[config.mk]
export PLATFORM = sky130hd
export DESIGN_NAME = uart_tx_scheduler
export DESIGN_NICKNAME = d
export VERILOG_FILES = /design/src/rtl/uart_tx_scheduler.sv
export SDC_FILE = /design/constraint.sdc
export NUM_CORES = 1
export LEC_CHECK = 0
export CORE_ASPECT_RATIO = 1.2
export CORE_MARGIN = 2
export CORE_UTILIZATION = 51
export CTS_CLUSTER_SIZE = 20
export DETAILED_ROUTE_END_ITERATION = 8
export GPL_ROUTABILITY_DRIVEN = 0
export PLACE_DENSITY_LB_ADDON = 0.25
export SLEW_MARGIN = 5
export SYNTH_ARGS = -nofsm -noshare
export SYNTH_HDL_FRONTEND = slang
export SYNTH_SLANG_ARGS = --single-unit
[constraint.sdc]
create_clock -name clk -period 5.4 [get_ports clk]
set_input_delay 0.54 -clock clk [delete_from_list [all_inputs] [get_ports clk]]
set_output_delay 0.54 -clock clk [all_outputs]
set_load 0.02 [all_outputs]
[src/rtl/uart_tx_scheduler.sv]
// Round-robin arbiter plus serial framer for one shared UART transmit path.
// Frame: start, 8 data bits LSB-first, even parity, stop; each bit lasts SAMPLES_PER_BIT strobes.
module uart_tx_scheduler #(
  parameter int          SAMPLES_PER_BIT = 16,
  parameter logic [2:0]  RESET_BAUD      = 3'b111
) (
  input  logic       clk,
  input  logic       reset,
  input  logic       sample_ENABLE,
  input  logic [2:0] cfg_baud_select,
  input  logic       req0,
  input  logic [7:0] data0,
  input  logic       req1,
  input  logic [7:0] data1,
  output logic       gnt0,
  output logic       gnt1,
  output logic [2:0] baud_select,
  output logic       TxD,
  output logic       Tx_BUSY
);

  localparam int             CW       = $clog2(SAMPLES_PER_BIT);
  localparam logic [CW-1:0]  LAST_SMP = CW'(SAMPLES_PER_BIT - 1);

  typedef enum logic [2:0] {IDLE, START, DATA, PARITY, STOP} state_t;

  state_t        state;
  logic [CW-1:0] sample_cnt;
  logic [2:0]    bit_cnt;
  logic [7:0]    shift;
  logic          parity;
  logic          rr;          // 0: requester 0 wins a tie, 1: requester 1 wins
  logic          pick1;
  logic          grant;
  logic          bit_end;
  logic [7:0]    sel_byte;

  assign pick1    = req1 && (!req0 || rr);
  assign sel_byte = pick1 ? data1 : data0;
  assign bit_end  = sample_ENABLE && (sample_cnt == LAST_SMP);

  // NOTE: the grant is decoded combinationally so it lands in the same IDLE
  // cycle the request is seen; reset gates it so no grant escapes during reset.
  assign grant = !reset && (state == IDLE) && (req0 || req1);
  assign gnt0  = grant && !pick1;
  assign gnt1  = grant && pick1;

  // NOTE: all state below uses non-blocking assignments so every register
  // samples pre-edge values, independent of statement order.
  always_ff @(posedge clk) begin
    if (reset) begin
      state       <= IDLE;
      sample_cnt  <= '0;
      bit_cnt     <= '0;
      shift       <= '0;
      parity      <= 1'b0;
      rr          <= 1'b0;
      baud_select <= RESET_BAUD;
      TxD         <= 1'b1;
      Tx_BUSY     <= 1'b0;
    end else begin
      case (state)
        IDLE: begin
          TxD     <= 1'b1;
          Tx_BUSY <= 1'b0;
          if (req0 || req1) begin
            shift       <= sel_byte;
            parity      <= ^sel_byte;
            baud_select <= cfg_baud_select;
            rr          <= ~pick1;
            sample_cnt  <= '0;
            bit_cnt     <= '0;
            state       <= START;
            TxD         <= 1'b0;
            Tx_BUSY     <= 1'b1;
          end
        end
        START, DATA, PARITY, STOP: begin
          if (sample_ENABLE) begin
            sample_cnt <= bit_end ? '0 : sample_cnt + 1'b1;
          end
          if (bit_end) begin
            case (state)
              START: begin
                state <= DATA;
                TxD   <= shift[0];
              end
              DATA: begin
                if (bit_cnt == 3'd7) begin
                  state <= PARITY;
                  TxD   <= parity;
                end else begin
                  shift   <= {1'b0, shift[7:1]};
                  TxD     <= shift[1];
                  bit_cnt <= bit_cnt + 3'd1;
                end
              end
              PARITY: begin
                state <= STOP;
                TxD   <= 1'b1;
              end
              default: begin
                state   <= IDLE;
                TxD     <= 1'b1;
                Tx_BUSY <= 1'b0;
              end
            endcase
          end
        end
        default: state <= IDLE;
      endcase
    end
  end

endmodule

==> reports/results.ini <==
[run_status]
outcome = finished clean

[final_layout]
post-route-util = 0.6655
multi_input_area_um2 = 839.6
n_fill_cell = 229
drive_above_1_share = 0.04523
n_antenna_cell = 0
synthToLayoutAreaGrowth_pct = 22.63
fin_cells = 232
ff_latch_area_um2 = 500.5
nets = 227

[cts]
cts_buffers = 3
clock_sinks = 25
cts_setup_buffers = 0
clock_latency_ns = 0.33
clk_pin_slew_worst_paths_ns = 0.13
cts_hold_buf = 0
h-tree-depth = 1
cts_buffer_depth = 2
cts_tree = built
cts_resized = 0
root_buffer = clkbuf_4

[yosys]
syn_inst = 175
ys_seq_area_frac = 0.3578
async_reset_ff_frac = 0
synthFlopType = dfxtp_1
synth_enable_flop_cells = 0
syn-num-nets = 202
yosysUniqueCellTypes = 35
syn_area_um2 = 1399
synth-seq-cells = 25
syn_area_per_cell_um2 = 7.993
yosysWarnings = 0

[worst_setup_path]
critPathBufInv = 2
r2r-end = shift[6]
path_class = in2out
end_kind = primary output
r2r_start = state[2]
crit_top_cell = clkdlybuf4s50_1
worst_setup_path_start_kind = input pin
cp_top_family = buffers and inverters
path_max_fanout = 27
cp_num_cells = 3
rr_worst_depth = 5
worstPathRequired_ns = 4.86
path_cells = clkdlybuf4s50_1 > nor3_1 > clkdlybuf4s50_1
ff2ff_setup_slack_ns = 2.87
cp.arrival_ns = 2.61
cp_slowest_cell = clkdlybuf4s50_1
max_stage_delay_ns = 0.92

[routing]
vias = 1307
dr.first_iter.drc_count = 32
dr.pass1.iters = 4
drc_errors = 0
ant_nets = 0
via_per_inst = 5.634
wl_per_cell_um = 14.16
wirelength_um = 3285

[grt]
grt_max_degree = 28
grtUsageTotal = 0.2253
gr-total-overflow = 0
grt_antenna_before_repair = 0
grt_pass1_vias = 1296
grt_pass1_wl_um = 5423

[worst_hold_path]
holdPathEnd = shift[5]
min_path_cells = 2
min_path_type = reg2reg
hold_start = shift[5]

[timing]
fin_crit_sh = 0.5835
rsz0062_at_grt = false
worst_pin_slew_ns = 1.050
final.setup.tns_ns = 0
fin_skew_ns = 0.01416
setup_ws_ns = 2.249
setup_violations = 0
finalCriticalPeriod_ns = 3.151
hold_viol = 0
fmax_mhz = 317.4
drv_slew = 0
slew_headroom = 0.2976

[floorplanning]
die_h_um = 61.37
ios = 31
dieArea_um2 = 3180
die_w_um = 51.81
rows = 20
initial_core_util = 0.5427
core_um2 = 2577

[place]
port_buffers = 30
dp.cells = 228
post-dp-hpwl_um = 2501
place_worst_setup_slack_ns = 2.267

[job]
drv_cap = 0

[power]
leakage_nw = 0.6221
ir_drop_v = 0.0001625
power.density_nw_per_um2 = 227.1
p_total_uw = 389.5

==> cell usage after synthesis, types with 2 or more instances <==
master	number	area (µm²)
nand2_1	29	108.9
dfxtp_1	25	500.5
nor2_1	22	82.58
a21oi_1	19	95.09
xnor2_1	13	113.9
a211o_1	7	61.31
clkbuf_1	6	22.52
nand3_1	6	30.03
nor3_1	5	25.02
nand3b_1	4	30.03
ha_1	3	37.54
mux2i_1	3	30.03
o21ai_0	3	15.01
xor2_1	3	26.28
a22oi_1	2	15.01
and2_1	2	12.51
buf_2	2	10.01
buf_6	2	22.52
nand2b_1	2	12.51
nand4_1	2	12.51
==> cell usage in the layout, fill, tap and decap left out, drive strengths merged <==
| cell | instances |
|---|---|
| clkbuf | 3 |
| or3 | 1 |
| nor3b | 1 |
| dfxtp | 25 |
| or2 | 1 |
| nand3 | 6 |
| nand4 | 2 |
| nor4 | 1 |
| ha | 3 |
| o22a | 1 |
| a211o | 7 |
| a31oi | 1 |
| nor2 | 22 |
| nor3 | 5 |
| clkdlybuf4s50 | 30 |
| xor2 | 3 |
| mux2i | 3 |
| nand2b | 2 |
| clkinvlp | 1 |
| a21oi | 20 |
| a221o | 1 |
| inv | 1 |
| mux2 | 1 |
| o21ai | 3 |
| and2 | 2 |
| a311oi | 1 |
| a22oi | 2 |
| a32oi | 1 |
| nand2 | 29 |
| xnor2 | 13 |
| a211oi | 1 |
| nand3b | 4 |
| a2111oi | 2 |
==> stage by stage <==
stage	area [µm²]	hold slack (ns)
after floorplan	1399	0.4322
after global placement	1685	0.4404
after detailed placement	1685	0.4470
after CTS	1715	0.4637
after global routing	1715	0.4956
final	1715	0.4615
==> registers in the layout (all words and copies together) (netlist names) <==
register,count
TxD,1
Tx_BUSY,1
baud_select,3
bit_cnt,3
parity,1
rr,1
sample_cnt,4
shift,8
state,3
==> layer usage <==
| layer | GRT usage | vias to the layer above | share of wire |
|---|---|---|---|
| li1 | - | 662 | - |
| met1 | 0.2500 | 616 | 0.42 |
| met2 | 0.4414 | 23 | 0.54 |
| met3 | 0.02427 | 6 | 0.022 |
| met4 | 0.08271 | 0 | 0.015 |
| met5 | 0 | - | 0 |
==> report_power, final <==
part | internal (mW) | total (mW) | switching, mW
Sequential | 0.195 | 0.202 | 0.00695
Clock | 0.0283 | 0.0877 | 0.0594
Combinational | 0.0498 | 0.0995 | 0.0497
==> worst max path at each step <==
stage               startpoint   end  slack [ns]
detailed placement       reset  gnt0        2.27
global route             reset  gnt0        2.15
finish                   reset  gnt0        2.25
global placement         reset  gnt0        2.36
CTS                      reset  gnt0        2.26
floorplan             state[0]  gnt0        3.21
==> cells by family after synthesis <==
family / after synthesis / synth area share
AO/OA/AOI/OAI: 40 / 0.1923
XOR/XNOR: 16 / 0.1002
adder cells (fa/ha/maj): 3 / 0.02684
buffers and inverters: 11 / 0.04203
flip-flops: 25 / 0.3578
multiplexers: 4 / 0.02952
AND/OR/NAND/NOR: 76 / 0.2513
==> tightest hold or removal path, cell delays in order (launching register included) <==
cell and delay [ns]:
dfxtp_1 0.33, nand2_1 0.05, a21oi_1 0.05
==> area by class of cell <==
| class | count | area share |
|---|---|---|
| repair buffers | 30 | 0.1751 |
| well taps | 33 | 0.02407 |
| clock buffers | 3 | 0.01313 |
| clock inverters | 1 | 0.004376 |
| inverters | 1 | 0.002188 |
| flip-flops and latches | 25 | 0.2918 |
| multi-input cells | 139 | 0.4894 |
Note: power is estimated with default switching activity, not from simulation.
